--- src/rtl/prod_bcd_conv.sv ---
// Binary-to-BCD stage behind the sequential multiplier: captures each new
// product on a finish rising edge and converts it by shift-add-3, one bit/clock.
//
// Ports:
//   clk, rst      rising-edge clock, async active-high reset
//   res, finish   product and done level from the multiplier
//   bcd           packed BCD, ones digit in [3:0]
//   valid         one-cycle strobe when bcd has just been updated
//   busy          conversion in progress
//   overrun       sticky, a start edge was dropped while busy
module prod_bcd_conv #(
  parameter int WIDTH  = 8,
  parameter int DIGITS = 3,
  parameter int CW     = 4
) (
  input  logic                  clk,
  input  logic                  rst,
  input  logic [WIDTH-1:0]      res,
  input  logic                  finish,
  output logic [4*DIGITS-1:0]   bcd,
  output logic                  valid,
  output logic                  busy,
  output logic                  overrun
);

  localparam int BW = 4 * DIGITS;
  localparam logic [CW-1:0] LAST = CW'(WIDTH - 1);

  function automatic logic [63:0] pow10(input int n);
    logic [63:0] p;
    p = 64'd1;
    for (int i = 0; i < n; i++) p = p * 64'd10;
    return p;
  endfunction

  localparam logic [63:0] MAXV = (64'd1 << WIDTH) - 64'd1;

  if (pow10(DIGITS) <= MAXV) begin : g_digits_chk
    $error("prod_bcd_conv: DIGITS too small for WIDTH");
  end

  if ((64'd1 << CW) <= 64'(WIDTH)) begin : g_cw_chk
    $error("prod_bcd_conv: CW too small for WIDTH");
  end

  typedef enum logic [1:0] {
    S_IDLE,
    S_SHIFT,
    S_DONE
  } state_t;

  state_t           state_q, state_d;
  logic             finish_q, finish_d;
  logic [WIDTH-1:0] bin_q, bin_d;
  logic [BW-1:0]    work_q, work_d;
  logic [BW-1:0]    adj;
  logic [CW-1:0]    cnt_q, cnt_d;
  logic [BW-1:0]    bcd_q, bcd_d;
  logic             valid_q, valid_d;
  logic             busy_q, busy_d;
  logic             ovr_q, ovr_d;
  logic             start;

  assign finish_d = finish;
  assign start    = finish & ~finish_q;

  // Digits are corrected independently; a digit >= 5 would reach >= 10
  // after the shift, so the +3 pushes its overflow into the next digit.
  always_comb begin
    adj = work_q;
    for (int i = 0; i < DIGITS; i++) begin
      if (work_q[4*i +: 4] >= 4'd5)
        adj[4*i +: 4] = work_q[4*i +: 4] + 4'd3;
    end
  end

  always_comb begin
    state_d = state_q;
    bin_d   = bin_q;
    work_d  = work_q;
    cnt_d   = cnt_q;
    bcd_d   = bcd_q;
    valid_d = 1'b0;
    busy_d  = busy_q;
    ovr_d   = ovr_q;
    unique case (state_q)
      S_IDLE: begin
        if (start) begin
          bin_d   = res;
          work_d  = '0;
          cnt_d   = '0;
          ovr_d   = 1'b0;
          busy_d  = 1'b1;
          state_d = S_SHIFT;
        end
      end
      S_SHIFT: begin
        if (start) ovr_d = 1'b1;
        {work_d, bin_d} = {adj, bin_q} << 1;
        cnt_d = cnt_q + CW'(1);
        if (cnt_q == LAST) state_d = S_DONE;
      end
      S_DONE: begin
        if (start) ovr_d = 1'b1;
        bcd_d   = work_q;
        valid_d = 1'b1;
        busy_d  = 1'b0;
        state_d = S_IDLE;
      end
      default: begin
        state_d = S_IDLE;
        busy_d  = 1'b0;
      end
    endcase
  end

  always_ff @(posedge clk or posedge rst) begin
    if (rst) begin
      state_q  <= S_IDLE;
      finish_q <= 1'b0;
      bin_q    <= '0;
      work_q   <= '0;
      cnt_q    <= '0;
      bcd_q    <= '0;
      valid_q  <= 1'b0;
      busy_q   <= 1'b0;
      ovr_q    <= 1'b0;
    end else begin
      state_q  <= state_d;
      finish_q <= finish_d;
      bin_q    <= bin_d;
      work_q   <= work_d;
      cnt_q    <= cnt_d;
      bcd_q    <= bcd_d;
      valid_q  <= valid_d;
      busy_q   <= busy_d;
      ovr_q    <= ovr_d;
    end
  end

  assign bcd     = bcd_q;
  assign valid   = valid_q;
  assign busy    = busy_q;
  assign overrun = ovr_q;

endmodule

--- config.mk ---
export PLATFORM = sky130hd
export DESIGN_NAME = prod_bcd_conv
export DESIGN_NICKNAME = d
export VERILOG_FILES = /design/src/rtl/prod_bcd_conv.sv
export SDC_FILE = /design/constraint.sdc
export NUM_CORES = 1
export LEC_CHECK = 0
export BUFFER_PORTS_ARGS = -buffer_cell sky130_fd_sc_hd__buf_2
export CORE_ASPECT_RATIO = 0.8
export CORE_MARGIN = 1
export CORE_UTILIZATION = 56
export CTS_CLUSTER_DIAMETER = 60
export CTS_CLUSTER_SIZE = 8
export DETAILED_ROUTE_END_ITERATION = 16
export GPL_TIMING_DRIVEN = 1
export PLACE_DENSITY_LB_ADDON = 0.15
export SYNTH_ARGS = -nofsm -noshare
export SYNTH_HDL_FRONTEND = slang
export SYNTH_SLANG_ARGS = --single-unit
--- constraint.sdc ---
create_clock -name clk -period 2 [get_ports clk]
set_clock_uncertainty 0.15 [all_clocks]
set_input_delay 0.1 -clock clk [delete_from_list [all_inputs] [get_ports clk]]
set_output_delay 0.1 -clock clk [all_outputs]
set_load 0.02 [all_outputs]
Word level (Yosys, flattened, before mapping)
Index checks and enable logic that the tools add are counted.
{"block": "word_totals", "ff_bits": 42, "inputBits": 11, "wordCells": 50}
{"block": "classes", "eq_ne": 6, "bitwise_logic": 3, "add_sub_neg": 4, "n_reduce_logical": 8, "magnitude_cmp": 3, "mux": 17}
{"cell": "12-bit one-hot mux with 2 select lines", "count": 1}
{"cell": "8-bit one-hot mux with 2 select lines", "count": 1}
{"cell": "4-bit by 3-bit >= comparator with 1-bit output, second input constant", "count": 3}
{"cell": "12-bit 2-to-1 mux", "count": 1}
{"cell": "4-bit 2-to-1 mux", "count": 3}
{"cell": "4-bit by 2-bit adder with 4-bit output, second input constant", "count": 2}
{"cell": "8-bit 2-to-1 mux", "count": 1}
{"cell": "4-bit one-hot mux with 2 select lines", "count": 1}
{"cell": "2-bit AND reduction", "count": 3}
{"cell": "4-bit by 1-bit adder with 4-bit output, second input constant", "count": 1}
{"cell": "4-bit by 3-bit == test with 1-bit output, second input constant", "count": 1}
{"cell": "2-bit 2-to-1 mux", "count": 2}
{"cell": "2-bit != test, second input constant", "count": 2}
{"cell": "1-bit one-hot mux with 2 select lines", "count": 2}
{"cell": "2-bit one-hot mux with 2 select lines", "count": 1}
{"cell": "2-bit nonzero test", "count": 2}
{"cell": "3-bit by 2-bit adder with 3-bit output, second input constant", "count": 1}
{"cell": "1-bit 2-to-1 mux", "count": 3}
{"cell": "3-bit 2-to-1 mux", "count": 1}
{"cell": "3-bit AND reduction", "count": 1}
{"cell": "2-bit by 1-bit == test with 1-bit output, second input constant", "count": 1}
{"cell": "2-bit == test, second input constant", "count": 1}
{"cell": "2-bit zero test", "count": 1}
{"cell": "2-bit by 1-bit != test with 1-bit output, second input constant", "count": 1}
{"cell": "3 further kinds", "count": 4}

Longest topological paths before layout
Gate-level depths: netlist of the first run.
{"block": "depth", "depth_word": 4, "mapped_depth": 8, "mapped_depth_nobuf": 6}

Least setup slack after synthesis of the first run
No wires, ideal clock.
{"block": "synth_path", "path_type": "register to register", "start": "reg state_q[0]", "end": "reg work_q[10]", "t_required_ps": 1729, "arrival_ps": 1393, "setup_time_ps": 121, "period_less_slack_ps": 1664, "stages_incl_launch_ff": 7, "setup_slack_ps": 336, "cell_sequence": "dfrtp_1 inv_1 ha_1 nor2_2 a21o_1 buf_6 a22o_1"}
{"block": "synth_between", "elab_chain_len": 3, "word_cells_on_any_way": 6, "classes_between": "eq/ne: 2; mux: 1; reduce/logical: 3"}
{"item": "from (decl)", "line": "52", "rtl": "state_t state_q, state_d;"}
{"item": "from (signal assigned)", "line": "129", "rtl": "state_q <= state_d;"}
{"item": "2-bit by 1-bit == test with 1-bit output or 2-bit zero test (tied branches)", "line": "86", "rtl": "unique case (state_q)"}
{"item": "2-bit nonzero test (no line) or 2-bit != test (tied branches)"}
{"item": "2-bit AND reduction (no line)"}
{"item": "to (signal assigned)", "line": "132", "rtl": "work_q <= work_d;"}
{"item": "to (decl)", "line": "55", "rtl": "logic [BW-1:0] work_q, work_d;"}
Several ways; a longest one is shown, not always the timed one.
A chain may end at the register's enable or synchronous reset.

Worst setup path after layout of the first run
{"block": "layout_path", "start": "reg state_q[1]", "end": "reg work_q[11]"}
Same word-level chain as after synthesis.

==> metrics, run 1 <==
worst r2r src state_q[1]$_DFFE_PP0P_; vias 1,364; Slowest cell on crit path dfrtp_1; cell taking the most area after synthesis dfrtp_1; WHS 312 ps; vias in the first global route 1,365; Post-Syn Area per Cell 12.0 um2; register area 0.00105 mm2; f_max 0.534 GHz; detailed placement HPWL 2400 um; syn nets 188; drc violations 0; die area 0.00380 mm2; Routed Antenna Nets 0; R2R Setup Slk 130 ps; status completed; fin area 0.00237 mm2; Layout Cells excl Fill 247; Num CTS Buffers 5; reg2reg end work_q[11]$_DFFE_PP0P_; Worst setup SP type flip-flop; critical path class flip-flop to flip-flop; Area after DPL 0.00215 mm2; post-synthesis sequential area ratio 52.8%; Final nets 228; row cnt 18; most common cell after layout, fill and taps aside dfrtp_1; synthesized cell area 0.00199 mm2; Fin. Hold Viols 0; Ys Warns 0; top cells by area, synth dfrtp_1 (53%), mux2_1 (7.4%), ha_1 (6.9%); setup ws final 126 ps; Peak supply drop 0.000981 V; Yosys cell types 31; crit-path max FO 10; endpoints failing setup 0; crit path to work_q[11]$_DFFE_PP0P_; Max-slew headroom 66.0%; Via-to-Cell Ratio 5.52; largest net degree at the start of global routing 43; GRT overflow 0; Req. time, crit path 2030 ps; wirelength, routed 3470 um; chip height 55.3 um; Power Density 1430 mW/mm2; port bufs 25; Slew Viols, Final 0; DIE WIDTH 68.6 um; number of fillers in the final layout 241; Setup Slack @ Placement -1.11 ps; antenna violations before repair 0; root buf cell clkbuf_8; CTS max path bufs 2; dpl cells 229; global-route wire length before repair 5970 um; fin crit share 93.7%; RSZ-0062 raised after global routing false; area occupied by multi-input gates 862 um2; Core Footprint 0.00324 mm2; H-tree depth 2; Hold Crit Class primary input to asynchronous set/reset pin; RD Place Congestion 0.774; setup tns final 0 ps; post-synth top area share 52.8%; Sink Count 42; Gate Count Post-Synth 166; GRT Overall Usage 21.3%; Avg WL per Cell 14.0 um; Antenna diodes 0; share of cells above drive strength 1 21.3%; #FFs+latches synth 42; Max stage delay on crit path 400 ps; most frequent cells in the layout dfrtp_1 (42), buf_2 (25), o21ai_1 (14); worst-path cell chain inv_1 -> ha_1 -> inv_2 -> o21ai_4 -> o31ai_1 -> a32o_1; DR pass1 iterations 4; CTS clk-pin slew, worst paths 70 ps; First DRT Iteration DRCs 68; Slew @ Worst Pin 510 ps; worst setup path start state_q[1]$_DFFE_PP0P_; Area growth syn-to-layout 18.9%; worst r2r path cells 6; Tmin final 1870 ps; maxcap violations 0; Initial Util 61.3%; io pins 26; Pleak 1.20 nW; Crit. End Element flip-flop; crit path DAT 1910 ps; CTS tree built; clock latency on the worst-skew pair 300 ps
-- flip-flops by register name (all words and copies together) (netlist names) --
name,flops
valid,1
bcd,12
state_q,2
cnt_q,4
bin_q,8
busy,1
finish_q,1
overrun,1
work_q,12
-- cell families after synthesis --
family          Yosys count  synth area share, %
buf+inv                  16                 4.02
mux                      24                 13.0
flops                    42                 52.8
xor+xnor                  3                 1.32
fa+ha+maj                11                 6.92
compound gates           43                 14.6
simple gates             27                 7.36
-- worst max-delay path: cells and delay by family (launching register included) --
| kind | cells | cell delay (ps) |
|---|---|---|
| AOI/OAI and AO/OA | 3 | 630 |
| DFF | 1 | 400 |
| adders and majority gates | 1 | 340 |
| buffers and inverters | 2 | 240 |
-- how the worst min path moves through the flow --
stage                start                      to  slack (ps)  cells past startpoint
floorplan           finish      finish_q$_DFF_PP0_         -20                      0
global placement    finish      finish_q$_DFF_PP0_          90                      1
detailed placement  finish      finish_q$_DFF_PP0_          90                      1
CTS                 finish      finish_q$_DFF_PP0_         320                      2
global route        finish      finish_q$_DFF_PP0_         350                      2
finish                 rst  state_q[1]$_DFFE_PP0P_         310                      4
-- per-stage QoR --
stage                     total power, mW  util (%)
after global placement               2.65      66.4
final                                3.39      73.0
after floorplan                      2.44         -
after global routing                 3.64      73.0
after CTS                            3.43      72.9
after detailed placement             2.74      66.4
-- repair_timing --
action                                  in CTS  in global routing
hold buffers                                10                  0
buffers inserted                             0                  0
pin swaps                                    0                  0
endpoints found under the setup margin       1                  2
gates resized for setup                      1                  1
endpoints found under the hold margin       51                  0
-- power breakdown --
part / internal (mW) / switching, mW / total [mW]
combinational: 0.615 / 0.813 / 1.43
sequential: 1.12 / 0.189 / 1.30
clock: 0.372 / 0.286 / 0.659
total: 2.10 / 1.29 / 3.39
-- synthesized netlist by cell type --
master / instances
dfrtp_1: 42
o21ai_1: 14
mux2_1: 13
ha_1: 11
mux2i_1: 10
nand2_1: 10
inv_1: 9
a21oi_1: 7
a22o_1: 7
o22ai_1: 5
buf_2: 4
nand2b_1: 4
a32o_1: 3
nor2_1: 3
nor3b_1: 3
o31ai_1: 3
xnor2_1: 3
buf_6: 2
a21o_1: 1
a21oi_2: 1
and2_1: 1
and2b_1: 1
inv_2: 1
mux2_2: 1
nand3_1: 1
nand3b_1: 1
nor2_2: 1
nor2_4: 1
nor2b_1: 1
o21a_1: 1
o21ai_4: 1
-- final cells by class --
cell class | instances | area share [%]
repair buffers | 39 | 10.8
multi-input cells | 108 | 36.4
clock buffers | 6 | 3.07
flip-flops and latches | 42 | 44.4
well taps | 40 | 2.12
clock inverters | 2 | 1.59
inverters | 10 | 1.59
-- layer usage --
metal	wire length, um	track usage (%)	vias up
met4	31	8.63	0
met1	1600	26.8	662
met2	1700	34.0	25
met5	0	0	-
met3	142	5.58	5
li1	-	-	672
No activity file was read; power rests on OpenSTA's default activity.
==> run 2, diff against run 1 <==
- CORE_UTILIZATION: 56 -> 45
==> metrics, run 2 (synthesized netlist as in run 1, its figures left out) <==
global-route wire length before repair 6000 um (+0.47%); Req. time, crit path 2070 ps (+40 ps); largest net degree at the start of global routing 43 (unchanged); CTS max path bufs 2 (unchanged); GRT Overall Usage 16.9% (-4.4 points); worst-path cell chain inv_1 -> ha_1 -> buf_4 -> nor2b_2 -> a32o_1; critical path's top delay family buffers and inverters; io pins 26 (unchanged); Max stage delay on crit path 380 ps (-20 ps); setup ws final 209 ps (+82.8 ps); most frequent cells in the layout dfrtp_1 (42), buf_2 (25), o21ai_1 (14); drc violations 0 (unchanged); endpoints failing setup 0 (unchanged); f_max 0.558 GHz (+4.6%); crit path DAT 1860 ps (-50 ps); port bufs 25 (unchanged); Hold Path Cell Cnt 2; CTS clk-pin slew, worst paths 80 ps (about the same); RD Place Congestion 0.787 (+1.7%); worst r2r src state_q[1]$_DFFE_PP0P_; Core Footprint 0.00420 mm2 (+30%); Slew Viols, Final 0 (unchanged); DR pass1 iterations 4 (unchanged); Fin. Hold Viols 0 (unchanged); most common cell after layout, fill and taps aside dfrtp_1; R2R Setup Slk 210 ps (+80 ps); Area growth syn-to-layout 19.8%; CTS tree built; Peak supply drop 0.000839 V (-14%); Max-slew headroom 65.3% (-0.71 points); Crit. End Element flip-flop; share of cells above drive strength 1 22.0% (+0.75 points); DIE WIDTH 76.3 um (+11%); Via-to-Cell Ratio 5.14 (-6.9%); clock latency on the worst-skew pair 290 ps (about the same); WP buf/inv 2 (unchanged); Total Power 3.32 mW (-2.0%); antenna violations before repair 0 (unchanged); GRT overflow 0 (unchanged); RSZ-0062 raised after global routing false; fin area 0.00238 mm2 (+0.74%); row cnt 21 (+3); root buf cell clkbuf_8; critical path class flip-flop to flip-flop; chip height 61.5 um (+11%); Pleak 1.20 nW (+0.51%); Initial Util 47.3% (-14 points); Worst Hold Path EP finish_q$_DFF_PP0_; Antenna diodes 0 (unchanged); Slew @ Worst Pin 520 ps (+10.6 ps); HP Start finish; setup tns final 0 ps (unchanged); First DRT Iteration DRCs 126 (+85%); Power Density 1390 mW/mm2 (-2.7%); fin crit share 89.6% (-4.1 points); Num CTS Buffers 5 (unchanged); Setup Slack @ Placement 67.7 ps (+68.8 ps); Worst setup SP type flip-flop; die area 0.00469 mm2 (+24%); total setup buffers inserted after CTS 0 (unchanged); Final nets 230 (+0.88%); vias 1,367 (+0.22%); Avg WL per Cell 13.5 um (-4.1%); Slowest cell on crit path dfrtp_1; Hold Crit Class primary input to flip-flop; detailed placement HPWL 2410 um (+0.53%); Area after DPL 0.00219 mm2 (+1.7%); Routed Antenna Nets 0 (unchanged); H-tree depth 2 (unchanged); Sink Count 42 (unchanged); status completed; wirelength, routed 3580 um (+3.2%); Tmin final 1790 ps (-82.8 ps); vias in the first global route 1,313 (-3.8%); reg2reg end work_q[11]$_DFFE_PP0P_; maxcap violations 0 (unchanged); worst r2r path cells 5 (-1); crit-path max FO 15 (+5)
run 2: cell types whose count changed in the layout (fill, tap and decap cells not counted):
cell,before,now
bufinv_16,1,0
clkinvlp_4,1,0
clkinv_2,0,1
buf_4,4,6
clkbuf_8,5,6
run 2: layout make-up:
cell class                 instances  area [um2]
clock buffer                       7        86.3
clock inverter                     1        5.00
fill                             373        1820
inverter                          10        37.5
multi-input combinational        108         862
sequential                        42        1050
tap                               57        71.3
timing repair buffer              41         270
run 2: how the worst max path moves through the flow:
stage / start / end / slack [ps] / cells after the start
after floorplan: state_q[0]$_DFFE_PP0P_ / work_q[10]$_DFFE_PP0P_ / 340 / 6
after global placement: state_q[1]$_DFFE_PP0P_ / work_q[11]$_DFFE_PP0P_ / 120 / 5
after detailed placement: state_q[0]$_DFFE_PP0P_ / cnt_q[3]$_DFFE_PP0P_ / 70 / 6
after CTS: state_q[1]$_DFFE_PP0P_ / work_q[11]$_DFFE_PP0P_ / 50 / 5
after global routing: state_q[1]$_DFFE_PP0P_ / work_q[7]$_DFFE_PP0P_ / 90 / 6
final: state_q[1]$_DFFE_PP0P_ / work_q[11]$_DFFE_PP0P_ / 210 / 5
run 2: where the power goes:
group          total [mW]  internal [mW]  switching, mW
clock               0.557          0.278          0.278
combinational        1.47          0.639          0.828
sequential           1.30           1.12          0.184
total                3.32           2.03           1.29
run 2: timing repair:
item	4_1_cts	5_1_grt
hold buffers	10	0
endpoints found under the setup margin	0	18
hold endpoints to repair	51	0
gates resized for setup	0	2
run 2: metal layers:
metal	track usage [%]	vias to the layer above	wire, um
met5	0	-	0
met1	21.6	672	1770
met4	6.59	0	53
li1	-	673	-
met3	4.00	7	83
met2	28.7	15	1670
run 2: through the flow:
| stage | hold slack [ps] | instances | utilization [%] |
|---|---|---|---|
| 6_report | 324 | 266 | 56.7 |
| 5_1_grt | 354 | 266 | 56.7 |
| 4_1_cts | 315 | 266 | 56.6 |
| 3_5_place_dp | 89.3 | 248 | 52.1 |
| 3_3_place_gp | 85.5 | 248 | 52.1 |
| 2_1_floorplan | -18.6 | 166 | - |
==> run 3, diff against run 2 <==
- BUFFER_PORTS_ARGS: -buffer_cell sky130_fd_sc_hd__buf_2 -> -buffer_cell sky130_fd_sc_hd__buf_4
==> metrics, run 3 (synthesized netlist as in run 1, its figures left out) <==
row cnt 21 (unchanged); DR pass1 iterations 6 (+2); crit path DAT 1910 ps (+50 ps); Sink Count 42 (unchanged); Initial Util 47.3% (unchanged); Slew Viols, Final 0 (unchanged); met3 Use GR 4.00% (unchanged); vias in the first global route 1,288 (-1.9%); DIE WIDTH 76.3 um (unchanged); Worst setup SP type flip-flop; clock latency on the worst-skew pair 300 ps (about the same); grt met2 use 27.0% (-1.7 points); Num CTS Buffers 5 (unchanged); Finished Core Util 58.4% (+1.7 points); Max-slew headroom 65.2% (-0.14 points); vias 1,389 (+1.6%); setup ws final 133 ps (-76.3 ps); Tmin final 1870 ps (+76.3 ps); RSZ-0062 raised after global routing false; setup tns final 0 ps (unchanged); critical path class flip-flop to flip-flop; Pleak 1.22 nW (+1.1%); Total Power 3.47 mW (+4.3%); global route hottest layer met2; antenna violations before repair 0 (unchanged); share of cells above drive strength 1 22.1% (+0.11 points); Layout Cells excl Fill 265 (-0.38%); port bufs 25 (unchanged); maxcap violations 0 (unchanged); CTS max path bufs 2 (unchanged); chip height 61.5 um (unchanged); CTS clk-pin slew, worst paths 80 ps (about the same); drc violations 0 (unchanged); f_max 0.535 GHz (-4.1%); Area after DPL 0.00224 mm2 (+2.5%); root buf cell clkbuf_8; Crit. End Element flip-flop; Req. time, crit path 2040 ps (-30 ps); Setup Slack @ Placement -2.61 ps (-70.3 ps); io pins 26 (unchanged); CTS tree built; Peak supply drop 0.000800 V (-4.6%); endpoints failing setup 0 (unchanged); Avg WL per Cell 13.5 um (+0.18%); Slew @ Worst Pin 522 ps (+2.13 ps); fin crit share 93.4% (+3.8 points); fin area 0.00246 mm2 (+3.0%); most frequent cells in the layout dfrtp_1 (42), buf_4 (30), o21ai_1 (14); GR Util met1 20.9% (-0.66 points); H-tree depth 2 (unchanged); detailed placement HPWL 2480 um (+2.6%); Power Density 1410 mW/mm2 (+1.2%); Hold Crit Class primary input to flip-flop; GRT Overall Usage 16.6% (-0.27 points); R2R Setup Slk 130 ps (-80 ps); Antenna diodes 0 (unchanged); Area growth syn-to-layout 23.5%; global-route wire length before repair 5830 um (-2.8%); dpl cells 247 (-0.40%); Final nets 229 (-0.43%); wirelength, routed 3580 um (-0.20%); number of fillers in the final layout 363 (-2.7%); Routed Antenna Nets 0 (unchanged); RD Place Congestion 0.789 (+0.24%); largest net degree at the start of global routing 43 (unchanged); Core Footprint 0.00420 mm2 (unchanged); First DRT Iteration DRCs 85 (-33%); die area 0.00469 mm2 (unchanged); WHS 333 ps (+9.09 ps); most common cell after layout, fill and taps aside dfrtp_1; status completed; GRT overflow 0 (unchanged); Via-to-Cell Ratio 5.24 (+2.0%); Fin. Hold Viols 0 (unchanged); crit-path max FO 24 (+9)
run 3: cell types whose count changed in the layout (fill, tap and decap cells not counted), sizes merged:
cell and delta:
clkinv +1, clkbuf -2, buf -1, bufinv +1
run 3: layout make-up:
cell class / count / area [um2] / share of cell area (%)
inverter: 10 / 37.5 / 1.53
clock buffer: 5 / 68.8 / 2.80
multi-input combinational: 108 / 862 / 35.1
clock inverter: 3 / 40.0 / 1.63
tap: 57 / 71.3 / 2.90
sequential: 42 / 1050 / 42.8
timing repair buffer: 40 / 325 / 13.2
run 3: power by group:
group / internal, mW / switching, mW / leakage, nW
Clock: 0.367 / 0.294 / 0.0579
Sequential: 1.12 / 0.190 / 0.560
Combinational: 0.672 / 0.828 / 0.599
Total: 2.15 / 1.31 / 1.22
run 3: worst paths after layout:
check / from / endpoint / depth (start not counted)
worst max-delay path: state_q[1]$_DFFE_PP0P_ / cnt_q[1]$_DFFE_PP0P_ / 5
worst min-delay path: finish / finish_q$_DFF_PP0_ / 2
worst max register to register: state_q[1]$_DFFE_PP0P_ / cnt_q[1]$_DFFE_PP0P_ / 5
worst min register to register: cnt_q[3]$_DFFE_PP0P_ / cnt_q[3]$_DFFE_PP0P_ / 1
max in group asynchronous: rst / bcd[0]$_DFFE_PP0P_ / 4
min in group asynchronous: rst / valid$_DFF_PP0_ / 4
run 3: metal layers:
metal	vias up	share of wire [%]	routed length [um]
li1	666	-	-
met1	697	47	1670
met2	18	49	1740
met3	8	2.5	89
met4	0	2.0	73
met5	-	0	0
run 3: critical path: stages, from the launching register on:
cell and delay, ps:
dfrtp_1 410, inv_1 120, ha_1 330, nor2_2 100, a21o_2 350, a22o_1 290
run 3: timing repair:
| item | 4_1_cts | 5_1_grt |
|---|---|---|
| setup buffers | 0 | 0 |
| gates resized for setup | 1 | 1 |
| cloned | 0 | 0 |
| hold buffers | 10 | 0 |
| hold endpoints to repair | 51 | 0 |
| setup endpoints to repair | 1 | 5 |
